### src/rtl/exec_pkg.sv
// Shared encodings for the execute stage: ALUOp and funct codes, ALU control
// selection, multiplier FSM states and the ALU control decoder.
package exec_pkg;

    typedef enum logic [1:0] {
        ALUOP_ADD   = 2'b00,
        ALUOP_SUB   = 2'b01,
        ALUOP_RTYPE = 2'b10,
        ALUOP_ILL   = 2'b11
    } aluop_e;

    localparam logic [5:0] FUNCT_ADD = 6'h00;
    localparam logic [5:0] FUNCT_SUB = 6'h01;
    localparam logic [5:0] FUNCT_MUL = 6'h02;
    localparam logic [5:0] FUNCT_AND = 6'h03;
    localparam logic [5:0] FUNCT_OR  = 6'h04;
    localparam logic [5:0] FUNCT_SLT = 6'h05;

    typedef enum logic [2:0] {
        ALU_ADD = 3'd0,
        ALU_SUB = 3'd1,
        ALU_MUL = 3'd2,
        ALU_AND = 3'd3,
        ALU_OR  = 3'd4,
        ALU_SLT = 3'd5,
        ALU_ILL = 3'd6
    } alu_ctrl_e;

    typedef enum logic {
        ST_IDLE     = 1'b0,
        ST_MUL_BUSY = 1'b1
    } state_e;

    function automatic alu_ctrl_e decode_alu(input aluop_e op, input logic [5:0] funct);
        alu_ctrl_e ctrl;
        ctrl = ALU_ILL;
        case (op)
            ALUOP_ADD: ctrl = ALU_ADD;
            ALUOP_SUB: ctrl = ALU_SUB;
            ALUOP_RTYPE: begin
                case (funct)
                    FUNCT_ADD: ctrl = ALU_ADD;
                    FUNCT_SUB: ctrl = ALU_SUB;
                    FUNCT_MUL: ctrl = ALU_MUL;
                    FUNCT_AND: ctrl = ALU_AND;
                    FUNCT_OR:  ctrl = ALU_OR;
                    FUNCT_SLT: ctrl = ALU_SLT;
                    default:   ctrl = ALU_ILL;
                endcase
            end
            default: ctrl = ALU_ILL;
        endcase
        return ctrl;
    endfunction

endpackage

### src/rtl/exec_mul.sv
// Multi-cycle multiplier: captures operands on start, counts down the latency
// and strobes done on the edge where the registered product becomes valid.
module exec_mul
    import exec_pkg::*;
#(
    parameter int DATA_W     = 32,
    parameter int MUL_CYCLES = 4
) (
    input  logic              clk,
    input  logic              rst_ni,
    input  logic              stall_i,
    input  logic              start_i,
    input  logic [DATA_W-1:0] a_i,
    input  logic [DATA_W-1:0] b_i,
    output logic              busy_o,
    output logic              done_o,
    output logic [DATA_W-1:0] product_o
);

    localparam int CNT_W = (MUL_CYCLES > 1) ? $clog2(MUL_CYCLES) : 1;
    localparam logic [CNT_W-1:0] CNT_LOAD = CNT_W'(MUL_CYCLES - 1);
    localparam logic [CNT_W-1:0] CNT_ONE  = CNT_W'(1);

    state_e             state_q, state_d;
    logic [CNT_W-1:0]   cnt_q, cnt_d;
    logic [DATA_W-1:0]  a_q, a_d;
    logic [DATA_W-1:0]  b_q, b_d;

    always_ff @(posedge clk or negedge rst_ni) begin
        if (!rst_ni) begin
            state_q <= ST_IDLE;
        end else begin
            state_q <= state_d;
        end
    end

    always_comb begin
        state_d = state_q;
        if (!stall_i) begin
            case (state_q)
                ST_IDLE:     if (start_i) state_d = ST_MUL_BUSY;
                ST_MUL_BUSY: if (cnt_q == CNT_ONE) state_d = ST_IDLE;
                default:     state_d = ST_IDLE;
            endcase
        end
    end

    always_comb begin
        busy_o = (state_q == ST_MUL_BUSY);
        done_o = (state_q == ST_MUL_BUSY) && (cnt_q == CNT_ONE) && !stall_i;
    end

    // Counter and operand capture; everything holds while stalled.
    always_comb begin
        cnt_d = cnt_q;
        a_d   = a_q;
        b_d   = b_q;
        if (!stall_i) begin
            if (state_q == ST_IDLE && start_i) begin
                cnt_d = CNT_LOAD;
                a_d   = a_i;
                b_d   = b_i;
            end else if (state_q == ST_MUL_BUSY) begin
                cnt_d = cnt_q - CNT_ONE;
            end
        end
    end

    always_ff @(posedge clk or negedge rst_ni) begin
        if (!rst_ni) begin
            cnt_q <= '0;
            a_q   <= '0;
            b_q   <= '0;
        end else begin
            cnt_q <= cnt_d;
            a_q   <= a_d;
            b_q   <= b_d;
        end
    end

    assign product_o = a_q * b_q;

endmodule

### src/rtl/exec_stage.sv
// Execute stage: single-cycle ALU and branch resolution, with MUL optionally
// handed to a multi-cycle unit that stalls upstream via busy.
module exec_stage
    import exec_pkg::*;
#(
    parameter int DATA_W     = 32,
    parameter int MUL_CYCLES = 4
) (
    input  logic              clk,
    input  logic              reset,
    input  logic              stall_flag,
    input  logic              in_valid,
    output logic              busy,
    input  logic [DATA_W-1:0] pc,
    input  logic [DATA_W-1:0] rs,
    input  logic [DATA_W-1:0] rt,
    input  logic [DATA_W-1:0] sign_ext,
    input  logic              ALUSrc,
    input  logic [1:0]        ALUOp,
    input  logic              branch,
    output logic              out_valid,
    output logic [DATA_W-1:0] result_out,
    output logic [DATA_W-1:0] address,
    output logic [DATA_W-1:0] offset,
    output logic [DATA_W-1:0] pcout,
    output logic              zero,
    output logic              taken,
    output logic              illegal
);

    localparam logic MUL_MULTI = (MUL_CYCLES > 1);

    aluop_e            aluop_sel;
    alu_ctrl_e         alu_ctrl;
    logic              accept;
    logic              start_mul;
    logic [DATA_W-1:0] opb;
    logic [DATA_W-1:0] alu_result;
    logic [DATA_W-1:0] mul_fast;
    logic [DATA_W-1:0] off_calc;
    logic [DATA_W-1:0] addr_calc;
    logic [DATA_W-1:0] pcn_calc;
    logic              zero_calc;
    logic              taken_calc;

    logic              mul_busy;
    logic              mul_done;
    logic [DATA_W-1:0] mul_product;

    logic              out_valid_q, out_valid_d;
    logic [DATA_W-1:0] result_q, result_d;
    logic [DATA_W-1:0] address_q, address_d;
    logic [DATA_W-1:0] offset_q, offset_d;
    logic [DATA_W-1:0] pcout_q, pcout_d;
    logic              zero_q, zero_d;
    logic              taken_q, taken_d;
    logic              illegal_q, illegal_d;

    assign aluop_sel = aluop_e'(ALUOp);
    assign alu_ctrl  = decode_alu(aluop_sel, sign_ext[5:0]);
    assign accept    = in_valid && !busy && !stall_flag;
    assign start_mul = accept && (alu_ctrl == ALU_MUL) && MUL_MULTI;

    // Loads/stores (ALUOp 00) always add the immediate, whatever ALUSrc says.
    assign opb = (ALUSrc || aluop_sel == ALUOP_ADD) ? sign_ext : rt;

    generate
        if (MUL_CYCLES == 1) begin : g_mul_comb
            assign mul_fast = rs * opb;
        end else begin : g_mul_seq
            assign mul_fast = '0;
        end
    endgenerate

    always_comb begin
        alu_result = '0;
        case (alu_ctrl)
            ALU_ADD: alu_result = rs + opb;
            ALU_SUB: alu_result = rs - opb;
            ALU_MUL: alu_result = mul_fast;
            ALU_AND: alu_result = rs & opb;
            ALU_OR:  alu_result = rs | opb;
            ALU_SLT: alu_result = {{(DATA_W-1){1'b0}}, ($signed(rs) < $signed(opb))};
            default: alu_result = '0;
        endcase
    end

    assign off_calc   = {sign_ext[DATA_W-3:0], 2'b00};
    assign addr_calc  = pc + off_calc;
    assign zero_calc  = (rs == rt);
    assign taken_calc = branch && zero_calc;
    assign pcn_calc   = taken_calc ? addr_calc : pc;

    exec_mul #(
        .DATA_W     (DATA_W),
        .MUL_CYCLES (MUL_CYCLES)
    ) u_mul (
        .clk       (clk),
        .rst_ni    (reset),
        .stall_i   (stall_flag),
        .start_i   (start_mul),
        .a_i       (rs),
        .b_i       (opb),
        .busy_o    (mul_busy),
        .done_o    (mul_done),
        .product_o (mul_product)
    );

    // Branch fields of a multi-cycle MUL update at acceptance; its result
    // and the out_valid pulse follow when the multiplier finishes.
    always_comb begin
        out_valid_d = out_valid_q;
        result_d    = result_q;
        address_d   = address_q;
        offset_d    = offset_q;
        pcout_d     = pcout_q;
        zero_d      = zero_q;
        taken_d     = taken_q;
        illegal_d   = illegal_q;
        if (!stall_flag) begin
            out_valid_d = 1'b0;
            if (mul_done) begin
                result_d    = mul_product;
                out_valid_d = 1'b1;
            end else if (accept) begin
                address_d = addr_calc;
                offset_d  = off_calc;
                pcout_d   = pcn_calc;
                zero_d    = zero_calc;
                taken_d   = taken_calc;
                illegal_d = (alu_ctrl == ALU_ILL);
                if (!start_mul) begin
                    result_d    = alu_result;
                    out_valid_d = 1'b1;
                end
            end
        end
    end

    always_ff @(posedge clk or negedge reset) begin
        if (!reset) begin
            out_valid_q <= 1'b0;
            result_q    <= '0;
            address_q   <= '0;
            offset_q    <= '0;
            pcout_q     <= '0;
            zero_q      <= 1'b0;
            taken_q     <= 1'b0;
            illegal_q   <= 1'b0;
        end else begin
            out_valid_q <= out_valid_d;
            result_q    <= result_d;
            address_q   <= address_d;
            offset_q    <= offset_d;
            pcout_q     <= pcout_d;
            zero_q      <= zero_d;
            taken_q     <= taken_d;
            illegal_q   <= illegal_d;
        end
    end

    assign busy       = mul_busy;
    assign out_valid  = out_valid_q;
    assign result_out = result_q;
    assign address    = address_q;
    assign offset     = offset_q;
    assign pcout      = pcout_q;
    assign zero       = zero_q;
    assign taken      = taken_q;
    assign illegal    = illegal_q;

endmodule

### config.mk
export PLATFORM = sky130hd
export DESIGN_NAME = exec_stage
export DESIGN_NICKNAME = d
export VERILOG_FILES = /design/src/rtl/exec_pkg.sv /design/src/rtl/exec_mul.sv /design/src/rtl/exec_stage.sv
export SDC_FILE = /design/constraint.sdc
export NUM_CORES = 2
export LEC_CHECK = 0
export CAP_MARGIN = 20
export CORE_UTILIZATION = 40
export CTS_CLUSTER_SIZE = 16
export DETAILED_ROUTE_END_ITERATION = 7
export PLACE_DENSITY = 0.64
export RECOVER_POWER = 25
export SLEW_MARGIN = 20
export SYNTH_ARGS = -nofsm -noshare
export SYNTH_HDL_FRONTEND = slang
export SYNTH_HIERARCHICAL = 1
export SYNTH_SLANG_ARGS = --single-unit
export TNS_END_PERCENT = 5
### constraint.sdc
create_clock -name clk -period 7.4 [get_ports clk]
set_input_delay 1.11 -clock clk [delete_from_list [all_inputs] [get_ports clk]]
set_output_delay 1.11 -clock clk [all_outputs]
set_load 0.1 [all_outputs]
==> flow_metrics.tcl <==
set metrics [dict create \
    worstReg2RegStart "u_mul/a_q[13]" \
    yosys-top-cells-area "fa_1 (27%), dfrtp_1 (16%), ha_1 (11%)" \
    viasPerCell 5.35 \
    crit_start "u_mul/a_q[13]" \
    fp.coreArea_um2 74900 \
    crit_family "adder cells" \
    fmax_mhz 140 \
    pwr-share-seq_pct 28.3 \
    p_comb_share_pct 47.7 \
    cp_common_cell "fa_1" \
    worstSetupPathType "reg -> reg" \
    ys_ff_latch 195 \
    start_util_pct 40.7 \
    cp.required_ns 7.77 \
    yosysTopAreaCellShare_pct 27.0 \
    rows 100 \
    swShare_pct 49.8 \
    outcome "finished, violations left" \
    regArea_um2 4910 \
    first_pass_iters 5 \
    hold_viol_final 0 \
    port_buffers 266 \
    crit_path_end_kind "register" \
    drt_iter0_markers 2013 \
    cp_slowest_cell "fa_1" \
    cts.sinks 195 \
    synth_edf_count 0 \
    yosysSeqAreaShare_pct 16.0 \
    layoutNonFillerInstCount 4756 \
    worst_slew_pin_slew_ns 5.28 \
    synthCells 3509 \
    cts.path.max_buffers 2 \
    wl_um 102000 \
    ys_warn_count 6 \
    grt_pass1_vias 25600 \
    syn_to_final_growth_pct 17.1 \
    powerDensity_nw_per_um2 125 \
    die_area_um2 77400 \
    hp-class "reg -> reg" \
    drc 0 \
    multi_input_area_um2 23000 \
    p_clk_share_pct 24.0 \
    endpoint "result_out[26]" \
    hold_buffers 0 \
    place_inst 4694 \
    die_h_um 278 \
    grt_start_max_net_pins 108 \
    synth_top_cell_by_area "fa_1" \
    slew_headroom_pct -252 \
    antenna_found_initial 3 \
    rr_worst_depth 24 \
    p_int_w 0.00224 \
    overflow 0 \
    grtUsageTotal_pct 26.8 \
    cts_tree "done" \
    ios 269 \
    layout.nets 4582 \
    drive_gt1_share_pct 10.0 \
    finalCritPeriodShare_pct 96.8 \
    synthArstFlopShare_pct 100 \
    reg2reg_to "result_out[26]" \
    die_w_um 278 \
    final_max_slew_viol_count 108 \
    num_vias 25400 \
    critPathMaxStageDelay_ns 0.58 \
    startpoint_type "register" \
    drv_cap 1 \
    p_sw_w 0.00222 \
    yosysUniqueCellTypes 84 \
    ctsRootBufferMaster "clkbuf_16" \
    grt_pass1_wl_um 156000 \
    clk_latency_ns 0.52 \
    clk_pin_slew_ns 0.09 \
    wl_per_cell_um 21.5 \
    synth_most_common_cell "nand2_1" \
    setup_viol 0 \
    skew_ns 0.0183 \
    r2r_setup_slack_ns 0.24 \
    arrival_ns 7.53 \
    crit_cells 24 \
    ant_nets 0 \
    finalCriticalPeriod_ns 7.16 \
    synth_commonest_cells "nand2_1 (586), inv_1 (533), fa_1 (411)" \
    whs_ns 0.480 \
    leakage_nw 17.4 \
    cp_num_buf_inv 9 \
    h-tree-depth 4 \
    worst-path-max-fanout 11 \
    cts_buffers 17 \
    total_power_w 0.00446 \
    crit_chain "buf_4 -> and2_1 -> fa_1 -> inv_1 -> fa_1 -> fa_1 -> fa_1 -> fa_1 -> inv_1 -> fa_1 -> fa_1 -> inv_1 -> fa_1 -> inv_1 -> ha_1 -> buf_4 -> a31oi_4 -> buf_4 -> buf_4 -> nand2_1 -> xor2_1 -> a221oi_1 -> buf_4 -> o21ai_0" \
    synth_flop_cell "dfrtp_1" \
    n_fill_cell 7212 \
    dp_hpwl_um 83100 \
    avgSynthCellArea_um2 8.69 \
    violations "max-capacitance violations, max-slew violations" \
    synth_area_um2 30500 \
    gp_congestion 0.976 \
    max-vdd-ir-drop_mv 0.227 \
]
-- sequential cells by signal (all words and copies together) (netlist names) --
register	count
address	32
illegal	1
offset	30
out_valid	1
pcout	30
result_out	32
taken	1
u_mul/a_q	32
u_mul/b_q	32
u_mul/busy_o	1
u_mul/cnt_q	2
zero	1
-- kinds of logic after synthesis --
kind of cell	synth area share [%]
adder cells (fa/ha/maj)	37.8
buffers and inverters	9.01
multiplexers	4.43
XOR/XNOR	5.16
flip-flops	16.0
AND/OR/NAND/NOR	17.0
AO/OA/AOI/OAI	10.6
other	0.0123
-- how the worst min path moves through the flow --
stage	startpoint	end	slack (ns)	cells after the start
6_report	pcout[29]	pcout[29]	0.48	2
5_1_grt	pcout[29]	pcout[29]	0.50	2
4_1_cts	pcout[29]	pcout[29]	0.48	2
3_5_place_dp	offset[2]	offset[2]	0.46	2
3_3_place_gp	offset[28]	offset[28]	0.46	2
2_1_floorplan	u_mul/cnt_q[1]	u_mul/cnt_q[1]	0.46	1
-- cells in the final DEF (no fill, tap or decap), types with 107 or more instances in the layout --
| cell type | synthesis | layout |
|---|---|---|
| nand2_1 | 586 | 585 |
| inv_1 | 533 | 533 |
| fa_1 | 411 | 404 |
| clkdlybuf4s50_1 | 0 | 265 |
| ha_1 | 264 | 261 |
| and2_1 | 255 | 254 |
| dfrtp_1 | 195 | 170 |
| buf_4 | 5 | 146 |
| nor2_1 | 137 | 135 |
| a21oi_1 | 133 | 129 |
| xnor2_1 | 118 | 117 |
| o21ai_0 | 109 | 107 |
-- what timing repair did --
item / 4_1_cts / 5_1_grt
setup endpoints to repair: 0 / 6
resized for setup: 0 / 62
setup buffers: 0 / 27
hold endpoints to repair: 0 / 0
-- worst min-delay path, delay by kind of cell, from the launching register on --
family	cells	cell delay (ns)
DFF	1	0.35
and+or+nand+nor	2	0.10
-- per-stage QoR --
stage / TNS [ns] / worst slack [ns] / util (%) / area (um2)
finish: 0 / 0.236 / 47.7 / 35700
global route: -0.0376 / -0.0376 / 47.7 / 35700
CTS: 0 / 0.0395 / 47.2 / 35400
detailed placement: 0 / 0.0624 / 46.3 / 34700
global placement: 0 / 0.152 / 46.3 / 34700
floorplan: 0 / 0.220 / - / 30500
-- metal layers --
metal	global-route usage, %	part of all wire (%)	vias up
li1	-	-	11600
met1	35.3	42	12800
met2	43.5	47	850
met3	3.86	5.9	185
met4	12.4	5.1	0
met5	0	0	-
-- power groups by stage --
| stage | clock [W] | sequential [W] | combinational [W] |
|---|---|---|---|
| finish | 0.00107 | 0.00126 | 0.00213 |
| global route | 0.00113 | 0.00128 | 0.00223 |
| CTS | 0.00110 | 0.00126 | 0.00211 |
| detailed placement | 0 | 0.00128 | 0.00210 |
| global placement | 0 | 0.00128 | 0.00210 |
| floorplan | 0 | 0.00206 | 0.000671 |
-- area by class of cell --
cell class                      instances  area share [%]
Tap cell                              969            3.39
Antenna cell                            3          0.0210
Timing Repair Buffer                  427            11.0
Multi-Input combinational cell       2594            64.4
Clock buffer                           17            1.19
Clock inverter                         15           0.623
Sequential cell                       195            13.7
Inverter                              536            5.63
Power figures use the tool's default switching activity.
